**config.mk**
```make
export PLATFORM = sky130hd
export DESIGN_NAME = div_stream_scheduler
export DESIGN_NICKNAME = d
export VERILOG_FILES = /design/src/rtl/div_sched_pkg.sv /design/src/rtl/div_sched_lfsr.sv /design/src/rtl/div_stream_scheduler.sv
export SDC_FILE = /design/constraint.sdc
export NUM_CORES = 1
export LEC_CHECK = 0
export CORE_MARGIN = 10
export CORE_UTILIZATION = 45
export DETAILED_ROUTE_END_ITERATION = 10
export HOLD_SLACK_MARGIN = 0.03
export PLACE_DENSITY = 0.76
export SYNTH_ARGS = -nofsm -noshare
export SYNTH_HDL_FRONTEND = slang
export SYNTH_HIERARCHICAL = 1
export SYNTH_SLANG_ARGS = --single-unit
```
**constraint.sdc**
```tcl
create_clock -name clk -period 2.1 [get_ports clk]
set_input_delay 0.63 -clock clk [delete_from_list [all_inputs] [get_ports clk]]
set_output_delay 0.63 -clock clk [all_outputs]
set_load 0.1 [all_outputs]
```
**src/rtl/div_sched_pkg.sv**
```systemverilog
// Shared types and helpers for the stochastic divider stream scheduler.
package div_sched_pkg;

  typedef enum logic [2:0] {
    ST_IDLE,
    ST_CLEAR,
    ST_WARMUP,
    ST_RUN,
    ST_DONE
  } state_t;

  // Fibonacci feedback masks (bit k set means stage k+1 is tapped) for maximal-length LFSRs
  function automatic logic [31:0] lfsr_taps(input int unsigned w);
    case (w)
      3:       return 32'h0000_0006;
      4:       return 32'h0000_000C;
      5:       return 32'h0000_0014;
      6:       return 32'h0000_0030;
      7:       return 32'h0000_0060;
      8:       return 32'h0000_00B8;
      9:       return 32'h0000_0110;
      10:      return 32'h0000_0240;
      11:      return 32'h0000_0500;
      12:      return 32'h0000_0E08;
      16:      return 32'h0000_D008;
      default: return 32'h0000_00B8;
    endcase
  endfunction

  // Ones count to signed quotient, clamped so a full-ones stream maps to max positive
  function automatic int sat_quotient(input int ones, input int unsigned w);
    int half;
    int v;
    half = 1 << (w - 1);
    v    = ones - half;
    if (v > half - 1) return half - 1;
    if (v < -half)    return -half;
    return v;
  endfunction

endpackage

```
**src/rtl/div_sched_lfsr.sv**
```systemverilog
// Maximal-length Fibonacci LFSR with enable; resets to seed 1 so it never reaches 0.
module div_sched_lfsr
  import div_sched_pkg::*;
#(
  parameter int unsigned W = 8
) (
  input  logic         clk,
  input  logic         rst,
  input  logic         en,
  output logic [W-1:0] value
);

  localparam logic [W-1:0] TAPS = W'(lfsr_taps(W));

  logic feedback;

  assign feedback = ^(value & TAPS);

  always_ff @(posedge clk or posedge rst) begin
    if (rst) begin
      value <= W'(1);
    end else if (en) begin
      value <= {value[W-2:0], feedback};
    end
  end

endmodule

```
**src/rtl/div_stream_scheduler.sv**
```systemverilog
// Time-shares one bipolar stochastic divider among NREQ requesters.
// Optional build macro DIV_SCHED_ZERO_BYPASS_EN: zero dividends complete without streaming.
module div_stream_scheduler
  import div_sched_pkg::*;
#(
  parameter int unsigned NREQ   = 4,
  parameter int unsigned DATA_W = 8,
  parameter int unsigned DEPLOG = 1,
  parameter int unsigned WARMUP = 8
) (
  input  logic                     clk,
  input  logic                     rst,
  input  logic [NREQ-1:0]          req_valid,
  output logic [NREQ-1:0]          req_ready,
  input  logic [NREQ*DATA_W-1:0]   req_dividend,
  input  logic [NREQ*DATA_W-1:0]   req_divisor,
  output logic                     rsp_valid,
  input  logic                     rsp_ready,
  output logic [$clog2(NREQ)-1:0]  rsp_id,
  output logic [DATA_W-1:0]        rsp_data,
  output logic                     div_clr,
  output logic                     div_dividend,
  output logic                     div_divisor,
  output logic [DEPLOG-1:0]        div_rand,
  input  logic                     div_quotient
);

  localparam int unsigned ID_W  = $clog2(NREQ);
  localparam int unsigned L     = 1 << DATA_W;
  localparam int unsigned CNT_W = (DATA_W > $clog2(WARMUP)) ? DATA_W : $clog2(WARMUP);
  localparam logic [DATA_W-1:0] OFFSET = {1'b1, {(DATA_W-1){1'b0}}};

  state_t              state;
  logic [ID_W-1:0]     ptr;
  logic [ID_W-1:0]     grant_idx;
  logic                grant_found;
  logic [DATA_W-1:0]   grant_a;
  logic [DATA_W-1:0]   grant_b;
  logic                bypass_c;
  logic                bypass;
  logic [DATA_W-1:0]   op_a;
  logic [DATA_W-1:0]   op_b;
  logic [CNT_W-1:0]    cnt;
  logic [DATA_W:0]     ones;
  logic [DATA_W:0]     ones_next;
  logic [DATA_W-1:0]   lfsr;
  logic [DATA_W-1:0]   lfsr_rev;
  logic                stream_next;

  // Round-robin pick: lowest requesting index at or after ptr
  always_comb begin
    grant_found = 1'b0;
    grant_idx   = '0;
    for (int k = 0; k < int'(NREQ); k++) begin
      if (!grant_found && req_valid[(int'(ptr) + k) % int'(NREQ)]) begin
        grant_found = 1'b1;
        grant_idx   = ID_W'((int'(ptr) + k) % int'(NREQ));
      end
    end
  end

  assign grant_a = req_dividend[grant_idx*DATA_W +: DATA_W];
  assign grant_b = req_divisor[grant_idx*DATA_W +: DATA_W];

`ifdef DIV_SCHED_ZERO_BYPASS_EN
  assign bypass_c = (grant_a == '0);
`else
  assign bypass_c = 1'b0;
`endif

  always_comb begin
    for (int i = 0; i < int'(DATA_W); i++) begin
      lfsr_rev[i] = lfsr[DATA_W-1-i];
    end
  end

  // High when the next cycle is WARMUP or RUN; streams and LFSR step together
  assign stream_next = (state == ST_CLEAR && !bypass) || (state == ST_WARMUP) ||
                       (state == ST_RUN && cnt != CNT_W'(L - 1));
  assign ones_next   = ones + (DATA_W+1)'(div_quotient);

  div_sched_lfsr #(.W(DATA_W)) u_lfsr (
    .clk   (clk),
    .rst   (rst),
    .en    (stream_next),
    .value (lfsr)
  );

  always_ff @(posedge clk or posedge rst) begin
    if (rst) begin
      state        <= ST_IDLE;
      ptr          <= '0;
      req_ready    <= '0;
      op_a         <= '0;
      op_b         <= '0;
      bypass       <= 1'b0;
      cnt          <= '0;
      ones         <= '0;
      rsp_valid    <= 1'b0;
      rsp_id       <= '0;
      rsp_data     <= '0;
      div_clr      <= 1'b0;
      div_dividend <= 1'b0;
      div_divisor  <= 1'b0;
      div_rand     <= '0;
    end else begin
      req_ready    <= '0;
      div_clr      <= 1'b0;
      div_dividend <= stream_next && (op_a > lfsr);
      div_divisor  <= stream_next && (op_b > lfsr_rev);
      div_rand     <= stream_next ? lfsr[DATA_W-1 -: DEPLOG] : '0;
      case (state)
        ST_IDLE: begin
          if (grant_found) begin
            req_ready <= NREQ'(1) << grant_idx;
            op_a      <= grant_a ^ OFFSET;
            op_b      <= grant_b ^ OFFSET;
            rsp_id    <= grant_idx;
            ptr       <= (grant_idx == ID_W'(NREQ - 1)) ? '0 : grant_idx + 1'b1;
            bypass    <= bypass_c;
            div_clr   <= !bypass_c;
            state     <= ST_CLEAR;
          end
        end
        ST_CLEAR: begin
          cnt  <= '0;
          ones <= '0;
          if (bypass) begin
            rsp_valid <= 1'b1;
            rsp_data  <= '0;
            state     <= ST_DONE;
          end else begin
            state <= ST_WARMUP;
          end
        end
        ST_WARMUP: begin
          cnt <= cnt + 1'b1;
          if (cnt == CNT_W'(WARMUP - 1)) begin
            cnt   <= '0;
            state <= ST_RUN;
          end
        end
        ST_RUN: begin
          ones <= ones_next;
          cnt  <= cnt + 1'b1;
          if (cnt == CNT_W'(L - 1)) begin
            rsp_valid <= 1'b1;
            rsp_data  <= DATA_W'(sat_quotient(int'(ones_next), DATA_W));
            state     <= ST_DONE;
          end
        end
        ST_DONE: begin
          if (rsp_ready) begin
            rsp_valid <= 1'b0;
            state     <= ST_IDLE;
          end
        end
        default: state <= ST_IDLE;
      endcase
    end
  end

endmodule

```
* Word-level counts from Yosys, hierarchy flattened *
Index checks and enable logic that the tools add are counted.

word-level totals
  register bits after elaboration = 65
  latch bits = 0
  RAM bits = 0
  memory bits (read-only) = 0
  input bits = 72
  output and inout port bits = 19
  logic and storage cells = 123
  memories = 0

operators by class
  add/sub/neg operators = 7
  $mul = 0
  div/mod/pow operators = 0
  magnitude comparators = 8
  equality and inequality tests = 12
  shifts and indexed selects = 3
  mux-type cells = 49
  bitwise operators = 6
  reductions and logical operators = 23

operator list
  kind                  number
  $shiftx 32x6->8       2
  $mux 8                6
  $pmux 8 s3            1
  $mux 1                23
  $pmux 9 s2            1
  $gt 8x8->1            2
  $pmux 3 s5            1
  $lt 3x4->1 const B    3
  $mux 3                4
  $gt 10x8->1 const B   1
  $lt 10x8->1 const B   1
  $mux 2                5
  $sub 9x8->10 const B  1
  $add 9x1->9           1
  $add 8x1->8 const B   1
  $bmux 1 s2            4
  $eq 8x3->1 const B    1
  $eq 8x8->1 const B    1
  $mux 4                2
  $ne 8x8->1 const B    1
  $reduce_and 4->1      2
  $reduce_xor 8->1      1
  $mux 7                1
  $eq 3x2->1 const B    2
  21 further kinds      40

* Logic depth before layout (Yosys ltp) *
  depth after elaboration = 17
  gate-level depth with buffers = 10

* Hierarchy *
Netlist, hierarchy kept.

modules (own cells, without submodules)
  module                instances  cells each  area each (um^2)  seq. area each (um^2)
  div_stream_scheduler  1          353         3408.3            1426.4
  div_sched_lfsr        1          22          324.1             201.4

* Worst setup path after synthesis *
OpenSTA, ideal clock, no wires.

  path type = input port to flip-flop
  start point = in div_quotient
  end point = reg rsp_data[7]
  library setup time = 82 ps
  data arrival time = 2414 ps
  data required time = 2018 ps
  path slack = -396 ps
  stages on the path = 10
  path buffers = 0
  path through = ha_1 > ha_1 > and3_1 > nand3_1 > or2_2 > xor2_1 > ha_1 > xor2_1 > nand2_1 > o22ai_1

between the ends
  cells in the longest elaborated chain, start to end = 11
  elaborated cells on any way between the ends = 16
  those cells by class = add/sub: 2; order compare: 2; mux: 12

RTL lines
  what                    line                         source
  start: declaration      div_stream_scheduler.sv:25   input logic div_quotient
  $add 9x1->9 *           div_stream_scheduler.sv:80   assign ones_next = ones + (DATA_W+1)'(div_quotient);
  $sub 9x8->10 *          div_sched_pkg.sv:35          v = ones - half;
  $lt 10x8->1             div_sched_pkg.sv:37          if (v < -half) return -half;
  $mux 1 (2 in a row)     div_sched_pkg.sv:37
  $mux 1                  div_stream_scheduler.sv:146  if (cnt == CNT_W'(L - 1)) begin
  $mux 1                  div_stream_scheduler.sv:112  case (state)
  $mux 8                  div_sched_pkg.sv:38          return v;
  $mux 8 *                div_sched_pkg.sv:37
  $mux 8 *                div_stream_scheduler.sv:146
  $mux 8 *                n/a
  end signal: assignment  div_stream_scheduler.sv:148  rsp_data <= DATA_W'(sat_quotient(int'(ones_next), DATA_W));
  end: declaration        div_stream_scheduler.sv:20   output logic [DATA_W-1:0] rsp_data,

Mark *: on every way between the ends. The rest lies on a longest branch, timed or not. The select of a mux whose other input is x is not followed.
A chain may end at the register's enable or synchronous reset.

* Final worst setup path *
  start point = reg ones[0]
  end point = reg rsp_data[7]

between the ends
  cells in the longest elaborated chain, start to end = 11
  elaborated cells on any way between the ends = 16
  those cells by class = add/sub: 2; order compare: 2; mux: 12

RTL lines
  what                      line                         source
  start: declaration        div_stream_scheduler.sv:44   logic [DATA_W:0] ones;
  start signal: assignment  div_stream_scheduler.sv:144  ones <= ones_next;
  $add 9x1->9 *             div_stream_scheduler.sv:80
  $sub 9x8->10 *            div_sched_pkg.sv:35
  $lt 10x8->1               div_sched_pkg.sv:37
  $mux 1 (2 in a row)       div_sched_pkg.sv:37
  $mux 1                    div_stream_scheduler.sv:146
  $mux 1                    div_stream_scheduler.sv:112
  $mux 8                    div_sched_pkg.sv:38
  $mux 8 *                  div_sched_pkg.sv:37
  $mux 8 *                  div_stream_scheduler.sv:146
  $mux 8 *                  n/a

Marked as above.

==> reports/metrics.yaml <==
run_status:
  status: "complete, no violations"
clock_tree:
  cts_tree: "yes"
  clock_sinks: 65
  cts_buffer_depth: 2
  clk_pin_slew_ns: 0.07
  numCtsBuffers: 9
  cts-root-buf: "clkbuf_8"
  cts-htree-levels: 3
  clock_latency_ns: 0.34
logic_synthesis:
  syn_nets: 472
  yosysMostFrequentCell: "dfrtp_1"
  netlist_area_um2: 3732
  syn-instance-count: 375
  syn_area_per_cell_um2: 9.953
  yosys.area.top_type: "dfrtp_1"
  synth_commonest_cells: "64 x dfrtp_1, 43 x nand2_1, 31 x mux2i_1"
  ys_ff_latch: 65
  synth_cell_types: 47
  ys.flop_type: "dfrtp_1"
  async_flop_share_pct: 100.0
  ys_seq_area_share_pct: 43.61
  yosys_warnings: 6
  yosysTopAreaCellShare_pct: 42.91
  synth_edf_count: 0
  yosys-top-cells-area: "dfrtp_1 43%, ha_1 8.4%, mux2i_1 8.3%"
sta:
  rsz0062_at_grt: "true"
  fmax_ghz: 0.4839
  slew_headroom_pct: 59.59
  final_max_slew_viol_count: 0
  setup-violations-final: 0
  fin_crit_ns: 2.067
  finalCritPeriodShare_pct: 98.41
  hold_viol_final: 0
  setup_ws_ns: 0.03338
  worst_pin_slew_ns: 0.6042
  fin_skew_ns: 0.006299
routing:
  drc: 0
  vias: 3212
  drt_pass1_iterations: 4
  viasPerCell: 5.274
  ant_nets: 0
  finalWirelength_um: 10170
  routedWlPerCell_um: 16.71
  drt_iter0_drc: 74
power:
  p_per_area_nw_per_um2: 638.5
  p_leak_nw: 2.537
  vdd_drop_max_v: 0.0003481
critical_path:
  cp.arrival_ns: 2.33
  r2r_end: "rsp_data[7]"
  worstSetupStartpoint: "ones[0]"
  critical_path_class: "flip-flop to flip-flop"
  reg2regPathDepth: 10
  rrSetupSlack_ns: 0.03
  cp.required_ns: 2.36
  crit_fanout: 5
  start_kind: "flip-flop"
  worstSetupEndpointType: "flip-flop"
  r2r-start: "ones[0]"
  crit_end: "rsp_data[7]"
final_layout:
  fin_util_pct: 69.74
  fill_cells: 565
  fin_nets: 596
  syn_to_final_growth_pct: 51.99
  antenna_cells: 0
  drive_above_1_share_pct: 23.81
floorplan:
  design.die.area_um2: 12340
  fp.dieW_um: 111.1
  start_util_pct: 45.89
  chipHeight_um: 111.1
  rows: 33
  core_um2: 8134
  io_pins: 91
grt:
  grt_pass1_wl_um: 17120
  grt_pass1_vias: 3577
  grt_antenna_before_repair: 0
  gr-total-overflow: 0
  track_usage_pct: 16.79
  grt_max_degree: 25
placement:
  dp_hpwl_um: 7323
  place_ws_ns: -0.7752
  routabilityCongestion: 0.8170
  io_buffers: 90
hold_path:
  hp-class: "flip-flop to flip-flop"
job:
  drv_cap: 0
state kept, by name (all words and copies together) (netlist names), 2 cells and up:
signal and count:
op_b 8, state 3, ones 9, ptr 2, rsp_id 2, rsp_data 8
cnt 8, u_lfsr/value 8, req_ready 4, op_a 8
through the flow:
stage                     std cells  hold slack, ns    TNS, ns  cell area (um^2)  power [mW]
after CTS                       607          0.4983  -0.001263              5655       3.623
after detailed placement        585          0.4783     -18.04              5263       2.422
final                           609          0.5116          0              5673       3.622
after global routing            609          0.5482    -0.5133              5673       3.813
after global placement          585          0.4835     -14.56              5263       2.387
after floorplan                 375          0.4449    -0.8374              3810       2.011
metal layers:
metal | up-vias | routed length (um) | GRT usage (%)
met5 | - | 0 | 0
li1 | 1576 | - | -
met1 | 1509 | 4169 | 18.02
met2 | 112 | 4977 | 28.58
met3 | 15 | 838 | 7.197
met4 | 0 | 189 | 6.512
cell type report:
| class | instances | area [um^2] | share of cell area (%) |
|---|---|---|---|
| Clock inverter | 2 | 35.03 | 0.6176 |
| Multi-Input combinational cell | 273 | 2160 | 38.07 |
| Timing Repair Buffer | 129 | 1468 | 25.87 |
| Tap cell | 105 | 131.4 | 2.316 |
| Inverter | 21 | 78.83 | 1.390 |
| Sequential cell | 65 | 1628 | 28.69 |
| Clock buffer | 14 | 172.7 | 3.044 |
kinds of logic (layout without fill, tap and decap cells):
| family | Yosys count | in the layout | share of synthesized area, % |
|---|---|---|---|
| buf+inv | 37 | 166 | 4.290 |
| mux | 43 | 43 | 12.03 |
| fa+ha+maj | 25 | 25 | 8.381 |
| flops | 65 | 65 | 43.61 |
| simple gates | 120 | 120 | 15.49 |
| xor+xnor | 16 | 16 | 3.754 |
| compound gates | 69 | 69 | 12.44 |
where the power goes:
group	internal, mW	leakage [nW]	switching [mW]	total (mW)
logic	0.551	1.64	0.451	1.00
registers	1.36	0.790	0.135	1.50
clock network	0.645	0.107	0.478	1.12
worst max-delay path: stages (launching register included):
cell and delay (ns):
dfrtp_1 0.39, ha_4 0.16, ha_4 0.12, and3_4 0.18, nand3_4 0.07, or2_4 0.27
xor2_4 0.20, ha_4 0.22, xor2_4 0.20, nand2_2 0.07, o22ai_2 0.11
cell usage in the layout (no fill, tap or decap), types with 7 or more instances in the layout:
cell	Yosys	layout
xnor2_1	10	9
buf_4	3	31
a21oi_1	13	13
clkbuf_8	0	12
clkdlybuf4s50_1	0	66
ha_1	25	21
nor2b_1	9	7
o221ai_1	17	16
nand4_1	7	7
buf_12	0	24
nand2_1	43	42
mux2i_1	31	27
inv_1	20	19
o21ai_0	20	20
dfrtp_1	64	64
mux2_2	11	11
nor2_1	29	27
worst min-delay path by stage:
stage | startpoint | to | slack [ns] | cells after the start
floorplan | rst | u_lfsr/value[1] | 0.44 | 1
global placement | op_a[0] | op_a[0] | 0.48 | 2
detailed placement | op_b[0] | op_b[0] | 0.48 | 2
CTS | op_b[0] | op_b[0] | 0.50 | 2
global route | op_a[0] | op_a[0] | 0.55 | 2
finish | op_a[0] | op_a[0] | 0.51 | 2
timing repair:
| item | CTS | global route |
|---|---|---|
| buffers inserted | 4 | 3 |
| resized for setup | 26 | 6 |
| endpoints found under the setup margin | 30 | 27 |
| pin swaps | 8 | 7 |
| gates cloned | 2 | 0 |
| hold buffers | 0 | 0 |
No activity file was read; power rests on OpenSTA's default activity.
